<file path="src/rtl/mem_arbiter.sv">
// Single-port memory arbiter between instruction fetch and the LSU.
// It allows one outstanding transaction and reissues in the same cycle as a response.
module mem_arbiter #(
  parameter int unsigned MAX_DATA_BURST = 4
) (
  input  logic        clk_i,
  input  logic        rst_ni,
  input  logic        instr_req_i,
  input  logic [31:0] instr_addr_i,
  output logic        instr_gnt_o,
  output logic        instr_rvalid_o,
  output logic [31:0] instr_rdata_o,
  input  logic        data_req_i,
  input  logic        data_we_i,
  input  logic [3:0]  data_be_i,
  input  logic [31:0] data_addr_i,
  input  logic [31:0] data_wdata_i,
  output logic        data_gnt_o,
  output logic        data_rvalid_o,
  output logic [31:0] data_rdata_o,
  output logic        mem_req_o,
  output logic        mem_we_o,
  output logic [3:0]  mem_be_o,
  output logic [31:0] mem_addr_o,
  output logic [31:0] mem_wdata_o,
  input  logic        mem_gnt_i,
  input  logic        mem_rvalid_i,
  input  logic [31:0] mem_rdata_i
);

  typedef enum logic [1:0] {OWN_NONE = 2'd0, OWN_INSTR = 2'd1, OWN_DATA = 2'd2} owner_e;
  typedef enum logic {ST_IDLE = 1'b0, ST_RESP = 1'b1} state_e;

  localparam logic [3:0] MaxBurst = 4'(MAX_DATA_BURST);

  state_e      state_q, state_d;
  logic        lock_q, lock_d;
  owner_e      lock_owner_q, lock_owner_d;
  owner_e      resp_owner_q, resp_owner_d;
  logic [3:0]  streak_q, streak_d;

  owner_e      sel;
  logic        issue_ok;
  logic        rsp_fire;

  always_ff @(posedge clk_i or negedge rst_ni) begin
    if (!rst_ni) begin
      state_q      <= ST_IDLE;
      lock_q       <= 1'b0;
      lock_owner_q <= OWN_NONE;
      resp_owner_q <= OWN_NONE;
      streak_q     <= 4'd0;
    end else begin
      state_q      <= state_d;
      lock_q       <= lock_d;
      lock_owner_q <= lock_owner_d;
      resp_owner_q <= resp_owner_d;
      streak_q     <= streak_d;
    end
  end

  always_comb begin
    state_d      = state_q;
    lock_d       = lock_q;
    lock_owner_d = lock_owner_q;
    resp_owner_d = resp_owner_q;
    streak_d     = streak_q;

    if (rsp_fire) begin
      state_d      = ST_IDLE;
      resp_owner_d = OWN_NONE;
    end

    if (mem_req_o) begin
      if (mem_gnt_i) begin
        state_d      = ST_RESP;
        resp_owner_d = sel;
        lock_d       = 1'b0;
        lock_owner_d = OWN_NONE;
      end else begin
        lock_d       = 1'b1;
        lock_owner_d = sel;
      end
    end

    // Streak only counts data wins that actually kept a waiting fetch out.
    if (!instr_req_i || instr_gnt_o) begin
      streak_d = 4'd0;
    end else if (data_gnt_o && (streak_q < MaxBurst)) begin
      streak_d = streak_q + 4'd1;
    end
  end

  always_comb begin
    // Outputs are forced quiet while reset is held, including the rdata pass-through.
    issue_ok = rst_ni && ((state_q == ST_IDLE) || mem_rvalid_i);
    rsp_fire = (state_q == ST_RESP) && mem_rvalid_i;

    sel = OWN_NONE;
    if (issue_ok) begin
      if (lock_q) begin
        sel = lock_owner_q;
      end else if (data_req_i && !(instr_req_i && (streak_q == MaxBurst))) begin
        sel = OWN_DATA;
      end else if (instr_req_i) begin
        sel = OWN_INSTR;
      end
    end

    mem_req_o   = 1'b0;
    mem_we_o    = 1'b0;
    mem_be_o    = 4'h0;
    mem_addr_o  = 32'h0;
    mem_wdata_o = 32'h0;
    case (sel)
      OWN_INSTR: begin
        mem_req_o  = 1'b1;
        mem_be_o   = 4'hF;
        mem_addr_o = instr_addr_i;
      end
      OWN_DATA: begin
        mem_req_o   = 1'b1;
        mem_we_o    = data_we_i;
        mem_be_o    = data_be_i;
        mem_addr_o  = data_addr_i;
        mem_wdata_o = data_wdata_i;
      end
      default: ;
    endcase

    instr_gnt_o    = mem_req_o && mem_gnt_i && (sel == OWN_INSTR);
    data_gnt_o     = mem_req_o && mem_gnt_i && (sel == OWN_DATA);
    instr_rvalid_o = rsp_fire && (resp_owner_q == OWN_INSTR);
    data_rvalid_o  = rsp_fire && (resp_owner_q == OWN_DATA);
    instr_rdata_o  = rst_ni ? mem_rdata_i : 32'h0;
    data_rdata_o   = rst_ni ? mem_rdata_i : 32'h0;
  end

endmodule

</file>
<file path="config.mk">
export PLATFORM = sky130hd
export DESIGN_NAME = mem_arbiter
export DESIGN_NICKNAME = d
export VERILOG_FILES = /design/src/rtl/mem_arbiter.sv
export SDC_FILE = /design/constraint.sdc
export NUM_CORES = 1
export LEC_CHECK = 0
export ABC_AREA = 0
export BUFFER_PORTS_ARGS = -buffer_cell sky130_fd_sc_hd__buf_2
export CAP_MARGIN = 20
export CORE_AREA = 3 3 105 107
export CTS_CLUSTER_DIAMETER = 120
export CTS_CLUSTER_SIZE = 12
export DETAILED_ROUTE_END_ITERATION = 7
export DIE_AREA = 0 0 108 110
export GPL_TIMING_DRIVEN = 1
export PLACE_DENSITY_LB_ADDON = 0.25
export SLEW_MARGIN = 20
export SYNTH_ARGS = -nofsm -noshare
export SYNTH_HDL_FRONTEND = slang
export SYNTH_SLANG_ARGS = --single-unit
</file>
<file path="constraint.sdc">
create_clock -name clk_i -period 3 [get_ports clk_i]
set_input_delay 0.6 -clock clk_i [delete_from_list [all_inputs] [get_ports clk_i]]
set_output_delay 0.6 -clock clk_i [all_outputs]
set_load 0.02 [all_outputs]
</file>
=== After elaboration in Yosys (flattened, before gate mapping) ===
Cells that the tools add are included.

* Equal/unequal tests: 5
* Muxes and demuxes: 20
* Reductions and logical operators: 16
* Bitwise operators: 1
* Add/subtract/negate cells: 1
* Order comparisons: 1

{| class="wikitable"
|+ Operators with widths
! cell !! count
|-
| 32-bit 2-to-1 mux || 2
|-
| 32-bit case mux with 2 select lines || 1
|-
| 2-bit 2-to-1 mux || 7
|-
| 1-bit logical AND || 10
|-
| 4-bit 2-to-1 mux || 2
|-
| 4-bit case mux with 2 select lines || 1
|-
| 1-bit 2-to-1 mux || 7
|-
| 4-bit by 1-bit adder with 4-bit output, second input constant || 1
|-
| 2-bit by 1-bit equality test with 1-bit output, second input constant || 2
|-
| 2-bit equality test, second input constant || 2
|-
| 4-bit by 3-bit equality test with 1-bit output, second input constant || 1
|-
| 4-bit by 3-bit less-than comparator with 1-bit output, second input constant || 1
|-
| 1-bit logical NOT || 2
|-
| 1-bit logical OR || 2
|-
| 2-bit nonzero test || 1
|-
| 2-bit OR reduction || 1
|-
| 1-bit NOT || 1
|}

* Output and inout port bits: 138
* Register bits: 10
* Logic and storage cells: 49

=== Depth between registers and ports, before layout ===
Gate-level depths: netlist of run 1.

* Depth in word-level cells: 15
* Depth in mapped cells: 11
* Depth with buffers taken out: 11

=== Least setup slack after synthesis of run 1 ===
Ideal clock, no wire load.

* Kind: register to output
* Start point: reg streak_q[0]
* End point: out mem_addr_o[0]
* Data arrival time: 2.145 ns
* Stages on the path, launching flop included: 11
* Slack: 0.255 ns
* Cells stage by stage: dfrtp_1 > inv_1 > ha_1 > and3b_1 > nand2_1 > a31oi_1 > or2_1 > ha_1 > buf_2 > buf_2 > nor2_1

* Cells in the longest elaborated chain, start to end: 9
* Elaborated cells on any way between the ends: 10
* Those cells by class: eq/ne: 3; mux: 4; reduce/logical: 3

{| class="wikitable"
|+ RTL lines
! element !! line !! RTL
|-
| from (decl) || 40 || <nowiki>logic [3:0] streak_q, streak_d;</nowiki>
|-
| from (signal assigned) || 58 || <nowiki>streak_q <= streak_d;</nowiki>
|-
| 4-bit by 3-bit equality test with 1-bit output (*) || 103 || <nowiki>end else if (data_req_i && !(instr_req_i && (streak_q == MaxBurst))) begin</nowiki>
|-
| 1-bit logical AND (*) || 103 ||
|-
| 1-bit logical NOT (*) || 103 ||
|-
| 1-bit logical AND (*) || 103 ||
|-
| 2-bit 2-to-1 mux (*) || 103 ||
|-
| 2-bit 2-to-1 mux (*) || 101 || <nowiki>if (lock_q) begin</nowiki>
|-
| 2-bit 2-to-1 mux (*) || 100 || <nowiki>if (issue_ok) begin</nowiki>
|-
| 2-bit equality test / 2-bit by 1-bit equality test with 1-bit output (equally long branches) || 115 || <nowiki>case (sel)</nowiki>
|-
| 32-bit case mux with 2 select lines (*) || 115 ||
|-
| to (decl) || 24 || <nowiki>output logic [31:0] mem_addr_o,</nowiki>
|}

Mark *: on every way between the ends. The rest lies on a longest branch, timed or not.

=== Worst setup path in the final report of run 1 ===
* Start point: reg streak_q[0]
* End point: out mem_addr_o[15]

Same word-level chain as after synthesis.

==> impl_metrics.tcl, run 1 <==
set metrics [dict create \
    nNetsFinal 634 \
    grt_overflow_total 0 \
    cts_buffer_depth 2 \
    n_antenna_cell 0 \
    hold_viol 0 \
    drv_slew 0 \
    synth_flop_cell "dfrtp_1" \
    core_sq_um 10200 \
    grt_max_degree 44 \
    fin_ws_ns 0.113 \
    skew_ns 0.000423 \
    cap_violations 0 \
    crit_type "reg2out" \
    tightestPinTransition_ns 0.347 \
    critPathArrivalTime_ns 2.29 \
    setup_viol 0 \
    first_iter_violations 59 \
    cts.clk_slew.worst_paths_ns 0.05 \
    filler_cell_count 1102 \
    rows 37 \
    stdcell_area_sq_um 3200 \
    drc 0 \
    path_max_fanout 27 \
    min_period_ns 2.89 \
    yosysWarnings 0 \
    wl_per_cell_um 12.9 \
    fmax_mhz 346 \
    power_density_nw_per_um2 415 \
    critPathLaunchType "register" \
    dpl-instance-area_sq_um 3020 \
    ios 277 \
    grt_usage_pct 11.7 \
    syn-num-nets 396 \
    final_layout_size_suffix_gt1_share_pct 62.1 \
    port_buffers 276 \
    hold_path.class "in2async" \
    cts.sink_count 10 \
    synth-async-reset-ratio_pct 100 \
    clk_latency_ns 0.24 \
    setup_tns_ns 0 \
    first_pass_iters 4 \
    syn-cell-area_sq_um 1720 \
    maxSlewHeadroom_pct 76.8 \
    htreeDepth 1 \
    ys_types 30 \
    die_w_um 108 \
    p_leak_nw 1.87 \
    start_util_pct 16.8 \
    synth_seq_area_share_pct 14.5 \
    synthCells 252 \
    synth_edf_count 0 \
    die_h_um 110 \
    drt-total-wl_um 8060 \
    tritoncts "built" \
    grt_pass1_wl_um 11300 \
    vdd_ir_drop_max_mv 0.139 \
    drtAntennaViolNets 0 \
    area.growth.synth_to_final_pct 85.9 \
    clockRootBuffer "clkbuf_8" \
    vias 2625 \
    finalCritPeriodShare_pct 96.2 \
    ys_ff_latch 10 \
    status "finished clean" \
    cts-buffers-inserted 3 \
    dpl.hpwl_um 6670 \
    die-area_sq_um 11900 \
    grt_pass1_vias 2300 \
    antenna_found_initial 0 \
    vias_per_cell 4.21 \
    gp_congestion 0.765 \
    cp_data_required_time_ns 2.40 \
    syn_area_per_cell_sq_um 6.83 \
    worstSetupEndpointType "primary output" \
    dp_slack_ns 0.0408 \
]
[synthesized netlist by cell type, types with 3 or more instances]
cell type / count / share of area, %
and2_1: 67 / 24
nor2_1: 43 / 9.4
a22oi_1: 32 / 14
buf_4: 32 / 14
clkbuf_1: 10 / 2.2
dfrtp_1: 10 / 15
buf_2: 9 / 2.6
inv_1: 8 / 1.7
a21oi_1: 7 / 2.0
ha_1: 5 / 3.6
nand2_1: 5 / 1.1
nand3_1: 3 / 0.87
[cells by family after synthesis]
group                    after synthesis  share of synthesized area, %
buffers and inverters                 60                          20.7
adder cells (fa/ha/maj)                5                          3.64
AND/OR/NAND/NOR                      127                          39.9
flip-flops                            10                          14.5
multiplexers                           1                         0.582
XOR/XNOR                               1                         0.509
AO/OA/AOI/OAI                         48                          20.1
[routing by layer]
metal  vias to the layer above  track usage, %  share of wire, %
met2                       163            22.9                52
met5                         -               0                 0
met1                      1178            12.8                36
li1                       1279               -                 -
met3                         5            1.92                10
met4                         0            3.52               1.1
[worst paths after layout]
path	start	endpoint	slack, ns	cells after the start
hold / removal	rst_ni	streak_q[1]	0.42	2
min in group clk_i	lock_owner_q[1]	lock_owner_q[1]	0.53	2
setup / recovery	streak_q[0]	mem_addr_o[15]	0.11	10
hold reg to reg	lock_owner_q[1]	lock_owner_q[1]	0.53	2
max in group asynchronous	rst_ni	resp_owner_q[0]	2.32	2
setup reg to reg	streak_q[0]	streak_q[1]	0.69	12
[where the power goes]
part           leakage [nW]  internal [mW]  switching [mW]
clock                0.0216         0.0881          0.0549
combinational          1.72          0.408           0.595
sequential            0.134          0.166          0.0163
total                  1.87          0.663           0.666
[state kept, by name, summed over array words and instances (netlist names)]
signal	count
streak_q	4
lock_owner_q	2
resp_owner_q	2
lock_q	1
state_q	1
[what timing repair did]
| item | 4_1_cts | 5_1_grt |
|---|---|---|
| pin swaps | 0 | 2 |
| hold buffers | 0 | 0 |
| setup buffers | 0 | 1 |
| setup endpoints to repair | 71 | 72 |
| gates cloned | 0 | 1 |
| resized for setup | 6 | 17 |
[cells in the final DEF (no fill, tap or decap), types with 2 or more instances in the layout]
cell type | netlist | layout
ha_1 | 5 | 2
nor2_1 | 43 | 41
buf_4 | 32 | 9
nor3b_1 | 2 | 2
and2_1 | 67 | 67
a22oi_1 | 32 | 30
a22oi_2 | 0 | 2
nand2_1 | 5 | 4
nand2_2 | 1 | 2
nand3_1 | 3 | 3
buf_12 | 0 | 3
buf_2 | 9 | 271
nor2_2 | 0 | 2
ha_4 | 0 | 3
o32ai_1 | 2 | 2
a21oi_1 | 7 | 7
dfrtp_1 | 10 | 10
clkbuf_8 | 0 | 3
inv_1 | 8 | 8
[area by class of cell]
type                    instances  area (sq um)  area share, %
multi-input cells             182          1190           37.3
flip-flops and latches         10           250           7.82
repair buffers                284          1510           47.2
well taps                     136           170           5.32
inverters                       9          33.8           1.06
clock buffers                   3          41.3           1.29
[through the flow]
stage | total power, mW | hold slack [ns] | utilization, % | instances
6_report | 1.33 | 0.422 | 31.3 | 624
5_1_grt | 1.44 | 0.463 | 31.3 | 624
4_1_cts | 1.29 | 0.454 | 30.2 | 622
3_5_place_dp | 1.11 | 0.512 | 29.5 | 619
3_3_place_gp | 1.10 | 0.506 | 29.5 | 619
2_1_floorplan | 0.791 | 0.304 | - | 252
[critical path, cell delays in order, from the launching register on]
cell and delay (ns):
dfrtp_1 0.35, inv_1 0.07, ha_1 0.19, and3b_1 0.20
nand2_2 0.11, a31oi_4 0.11, or2_4 0.26, ha_4 0.34
buf_12 0.18, nor2_1 0.07, buf_4 0.15
(Power assumes the default switching activity.)
==> inputs of run 2 (changes only) <==
==> constraint.sdc (replaced) <==
create_clock -name clk_i -period 3 [get_ports clk_i]
set_input_delay 0.3 -clock clk_i [delete_from_list [all_inputs] [get_ports clk_i]]
set_output_delay 0.3 -clock clk_i [all_outputs]
set_load 0.02 [all_outputs]
==> run 2 against run 1 <==
  * Clock skew increased by 0.0029 ns
  * Register-to-register slack got worse by 0.03 ns
  * Routed wire length decreased by 4.3%
  * Sequential share of layout area increased by 0.37 points
  * Core utilization decreased by 1.4 points
  * Critical path depth increased by 1
  * Clock power increased by 22%
  * Fmax increased by 7.1%
  * Non-clock buffer count decreased by 4
  * Power decreased by 5.8%
  * Largest cell class unchanged
==> impl_metrics.tcl, run 2 (synthesis gave the netlist of run 1 again) <==
set metrics [dict create \
    status "finished clean" \
    power_density_nw_per_um2 410 \
    p_leak_nw 1.84 \
    drt-total-wl_um 7710 \
    vias 2583 \
    grt_overflow_total 0 \
    p_sw_mw 0.634 \
    worstSetupEndpointType "primary output" \
    cp_data_required_time_ns 2.70 \
    die-area_sq_um 11900 \
    grt_pass1_vias 2265 \
    tritoncts "built" \
    critPathArrivalTime_ns 2.40 \
    cts.sink_count 10 \
    combPwrFrac_pct 71.4 \
    setup_tns_ns 0 \
    grt_usage_pct 11.5 \
    largest_register_ffs 4 \
    vdd_ir_drop_max_mv 0.174 \
    cts-buffers-inserted 3 \
    power_frac_seq_pct 14.6 \
    maxSlewHeadroom_pct 67.7 \
    tightestPinTransition_ns 0.484 \
    reg2reg_to "resp_owner_q[1]" \
    instances_no_fill 621 \
    drtAntennaViolNets 0 \
    htreeDepth 1 \
    dpl-instance-area_sq_um 2990 \
    die_h_um 110 \
    reg_top3 "streak_q (4), lock_owner_q (2), resp_owner_q (2)" \
    start_util_pct 16.8 \
    gp_congestion 0.808 \
    dp_slack_ns 0.371 \
    critPathLaunchType "register" \
    filler_cell_count 1124 \
    first_pass_iters 4 \
    crit_type "reg2out" \
    hold_path.class "in2async" \
    worstRegToRegCells 12 \
    hold_viol 0 \
    r2r_slack_ns 0.66 \
    ios 277 \
    antenna_found_initial 0 \
    p_int_mw 0.618 \
    drv_slew 0 \
    switching_share_pct 50.7 \
    final_cell_mix "276 x buf_2, 67 x and2_1, 43 x nor2_1" \
    stdcell_area_sq_um 3050 \
    grt_pass1_wl_um 11000 \
    holdBufCountCts 0 \
    placed_cells_incl_taps 617 \
    finalCritPeriodShare_pct 89.9 \
    area.growth.synth_to_final_pct 77.5 \
    setup_viol 0 \
    first_iter_violations 80 \
    final_layout_size_suffix_gt1_share_pct 59.8 \
    port_buffers 276 \
    clockRootBuffer "clkbuf_8" \
    path_max_fanout 34 \
    wl_per_cell_um 12.4 \
    grt_max_degree 44 \
    regArea_sq_um 250 \
    cts.clk_slew.worst_paths_ns 0.05 \
    cts_buffer_depth 2 \
    fmax_mhz 371 \
    cap_violations 0 \
    top_register "streak_q" \
    dpl.hpwl_um 6530 \
    core_sq_um 10200 \
    rsz0062_at_grt "false" \
    die_w_um 108 \
    nNetsFinal 630 \
    n_antenna_cell 0 \
    min_period_ns 2.70 \
    final_common_cell "buf_2" \
    vias_per_cell 4.16 \
    rows 37 \
    clk_latency_ns 0.24 \
    skew_ns 0.00334 \
    timing.rr.start "streak_q[0]" \
    fin_ws_ns 0.304 \
    multi_input_area_sq_um 1120 \
    drc 0 \
    pwr-share-clk_pct 14.0 \
]
==> run 2: worst max path at each step <==
stage	slack, ns	to	start
6_report	0.30	mem_addr_o[8]	streak_q[0]
5_1_grt	0.08	mem_addr_o[11]	streak_q[0]
4_1_cts	0.1	mem_be_o[1]	streak_q[0]
3_5_place_dp	0.37	mem_be_o[1]	streak_q[0]
3_3_place_gp	0.48	mem_be_o[3]	streak_q[0]
2_1_floorplan	0.55	mem_addr_o[0]	streak_q[0]
==> run 2: layer usage <==
metal,wire length [um],up-vias,global-route usage [%],share of wire [%]
li1,-,1268,-,-
met1,2760,1141,12.7,36
met2,3990,169,22.2,52
met3,888,5,2.27,12
met4,74,0,3.25,0.96
met5,0,-,0,0
==> run 2: what timing repair did <==
item	CTS	global route
buffers inserted	0	0
setup endpoints to repair	0	46
gates resized for setup	0	2
==> run 2: power groups by stage <==
stage	Combinational (mW)	Clock, mW	Sequential [mW]
2_1_floorplan	0.610	0	0.181
3_3_place_gp	0.898	0	0.184
3_5_place_dp	0.905	0	0.185
4_1_cts	0.908	0.179	0.183
5_1_grt	0.987	0.188	0.189
6_report	0.894	0.175	0.183
==> run 2: layout make-up <==
class | count | share of cell area (%)
clock buffer | 4 | 1.80
inverter | 9 | 1.11
multi-input combinational | 182 | 36.6
sequential | 10 | 8.20
tap | 136 | 5.57
timing repair buffer | 280 | 46.8
==> run 2: through the flow <==
stage	utilization (%)	hold WS, ns	power, mW
3_3_place_gp	29.2	0.398	1.08
5_1_grt	29.8	0.157	1.36
4_1_cts	29.8	0.147	1.27
2_1_floorplan	-	0.00441	0.791
3_5_place_dp	29.2	0.408	1.09
6_report	29.8	0.116	1.25
==> run 2: critical path: stages (launching register included) <==
cell,delay (ns)
dfrtp_1,0.37
inv_1,0.09
ha_1,0.14
and3b_1,0.19
nand2_1,0.08
a31oi_1,0.27
nor2_1,0.11
ha_1,0.19
buf_4,0.24
a22oi_1,0.23
nor2_1,0.06
buf_2,0.16
==> inputs of run 3 (changes only) <==
--- a/config.mk
+++ b/config.mk
@@ -8,11 +8,14 @@
 export ABC_AREA = 0
 export BUFFER_PORTS_ARGS = -buffer_cell sky130_fd_sc_hd__buf_2
 export CAP_MARGIN = 20
-export CORE_AREA = 3 3 105 107
+export CELL_PAD_IN_SITES_DETAIL_PLACEMENT = 0
+export CELL_PAD_IN_SITES_GLOBAL_PLACEMENT = 1
+export CORE_MARGIN = 3
+export CORE_UTILIZATION = 16
+export CTS_BUF_LIST = sky130_fd_sc_hd__clkbuf_8
 export CTS_CLUSTER_DIAMETER = 120
 export CTS_CLUSTER_SIZE = 12
 export DETAILED_ROUTE_END_ITERATION = 7
-export DIE_AREA = 0 0 108 110
 export GPL_TIMING_DRIVEN = 1
 export PLACE_DENSITY_LB_ADDON = 0.25
 export SLEW_MARGIN = 20
==> run 3 against run 2 <==
  * Hold slack hardly changed
  * Fmax is 1.3% lower
  * Cell area about the same
  * Non-clock buffer count unchanged
  * Core utilization shrank 0.42 points
  * Clock power down 20%
  * Via count decreased by 1.5%
  * Flip-flop and latch count did not move
  * Sequential power hardly changed
  * Sequential share of layout area about the same
  * Critical path depth unchanged
  * Largest cell class unchanged
==> impl_metrics.tcl, run 3 (synthesis gave the netlist of run 1 again) <==
set metrics [dict create \
    first_pass_iters 4 \
    rows 37 \
    grt_max_degree 44 \
    power_frac_seq_pct 14.9 \
    drv_slew 0 \
    post_cts_buffers 0 \
    die_h_um 110 \
    filler_cell_count 1154 \
    critPathLaunchType "register" \
    setup_tns_ns 0 \
    use_met1_pct 11.3 \
    area.growth.synth_to_final_pct 77.3 \
    core_sq_um 10400 \
    rsz0062_at_grt "false" \
    port_buffers 276 \
    tightestPinTransition_ns 0.546 \
    largest_register_ffs 4 \
    busiest_layer "met2" \
    drtAntennaViolNets 0 \
    hold_path.class "in2async" \
    final_layout_size_suffix_gt1_share_pct 59.9 \
    drt-total-wl_um 7780 \
    grtUsageMet2_pct 22.3 \
    finalCritPeriodShare_pct 91.1 \
    nNetsFinal 630 \
    wl_per_cell_um 12.6 \
    cts-buffers-inserted 3 \
    cts.clk_slew.worst_paths_ns 0.05 \
    start_util_pct 16.6 \
    crit_type "reg2out" \
    regArea_sq_um 250 \
    stdcell_area_sq_um 3050 \
    clockRootBuffer "clkbuf_8" \
    worstRegToRegCells 12 \
    setup_viol 0 \
    vias 2545 \
    use_met3_pct 2.58 \
    drc 0 \
    final_cell_mix "276 x buf_2, 67 x and2_1, 43 x nor2_1" \
    htreeDepth 1 \
    grt_pass1_wl_um 10600 \
    cts-resized-gates 1 \
    p_int_mw 0.599 \
    multi_input_area_sq_um 1120 \
    dpl.hpwl_um 6700 \
    grt_usage_pct 11.1 \
    grt_overflow_total 0 \
    p_leak_nw 1.83 \
    fin_ws_ns 0.268 \
    cts.sink_count 10 \
    first_iter_violations 66 \
    die_w_um 110 \
    cap_violations 0 \
    ios 277 \
    gp_congestion 0.722 \
    power_density_nw_per_um2 402 \
    hold_viol 0 \
    skew_ns 0.00368 \
    fmax_mhz 366 \
    switching_share_pct 51.2 \
    reg_top3 "streak_q (4), lock_owner_q (2), resp_owner_q (2)" \
    antenna_found_initial 0 \
    clk_latency_ns 0.24 \
    pwr-share-clk_pct 11.4 \
    top_register "streak_q" \
    status "finished clean" \
    combPwrFrac_pct 73.7 \
    tritoncts "built" \
    n_antenna_cell 0 \
    critPathArrivalTime_ns 2.43 \
    grt_pass1_vias 2199 \
    worstSetupEndpointType "primary output" \
    dpl-instance-area_sq_um 3000 \
    min_period_ns 2.73 \
    path_max_fanout 32 \
    vias_per_cell 4.10 \
    maxSlewHeadroom_pct 63.6 \
    dp_slack_ns 0.229 \
    vdd_ir_drop_max_mv 0.165 \
    holdBufCountCts 0 \
    cp_data_required_time_ns 2.70 \
    p_sw_mw 0.629 \
    final_common_cell "buf_2" \
    die-area_sq_um 12000 \
    cts_buffer_depth 2 \
]
[run 3: cell type report]
type / count / share of cell area (%)
timing repair buffer: 280 / 47.1
clock buffer: 3 / 1.35
sequential: 10 / 8.20
multi-input combinational: 182 / 36.7
tap: 136 / 5.58
inverter: 9 / 1.11
[run 3: power groups by stage]
stage / logic [mW] / registers (mW) / clock network [mW]
floorplan: 0.610 / 0.181 / 0
global placement: 0.919 / 0.184 / 0
detailed placement: 0.912 / 0.185 / 0
CTS: 0.919 / 0.183 / 0.146
global route: 0.991 / 0.188 / 0.150
finish: 0.904 / 0.183 / 0.140
[run 3: worst paths after layout]
path	start	endpoint	slack (ns)
worst max-delay path	streak_q[0]	mem_addr_o[12]	0.27
min in group clk_i	data_req_i	lock_owner_q[1]	0.37
worst min-delay path	rst_ni	lock_owner_q[0]	0.12
max in group asynchronous	rst_ni	streak_q[2]	2.63
worst min register to register	streak_q[2]	streak_q[2]	0.52
worst max register to register	streak_q[0]	resp_owner_q[1]	0.60
[run 3: worst max-delay path, cell delays in order, from the launching register on]
cell and delay, ns:
dfrtp_1 0.35, inv_1 0.07, ha_1 0.18, and3b_1 0.18, nand2_1 0.09, a31oi_1 0.14, nor2_1 0.17, ha_1 0.23
buf_4 0.34, a22oi_1 0.14, nor2_1 0.11, buf_2 0.18
[run 3: per-stage QoR]
step / std cells / util, % / hold WS [ns] / total power [mW]
CTS: 620 / 29.4 / 0.132 / 1.25
floorplan: 252 / - / 0.00441 / 0.791
global route: 620 / 29.4 / 0.144 / 1.33
global placement: 617 / 29.0 / 0.378 / 1.10
detailed placement: 617 / 29.0 / 0.387 / 1.10
finish: 620 / 29.4 / 0.116 / 1.23
[run 3: metal layers]
| layer | vias to the layer above | share of wire, % |
|---|---|---|
| met5 | - | 0 |
| met4 | 0 | 0.78 |
| met3 | 5 | 12 |
| met2 | 168 | 54 |
| met1 | 1103 | 33 |
| li1 | 1269 | - |
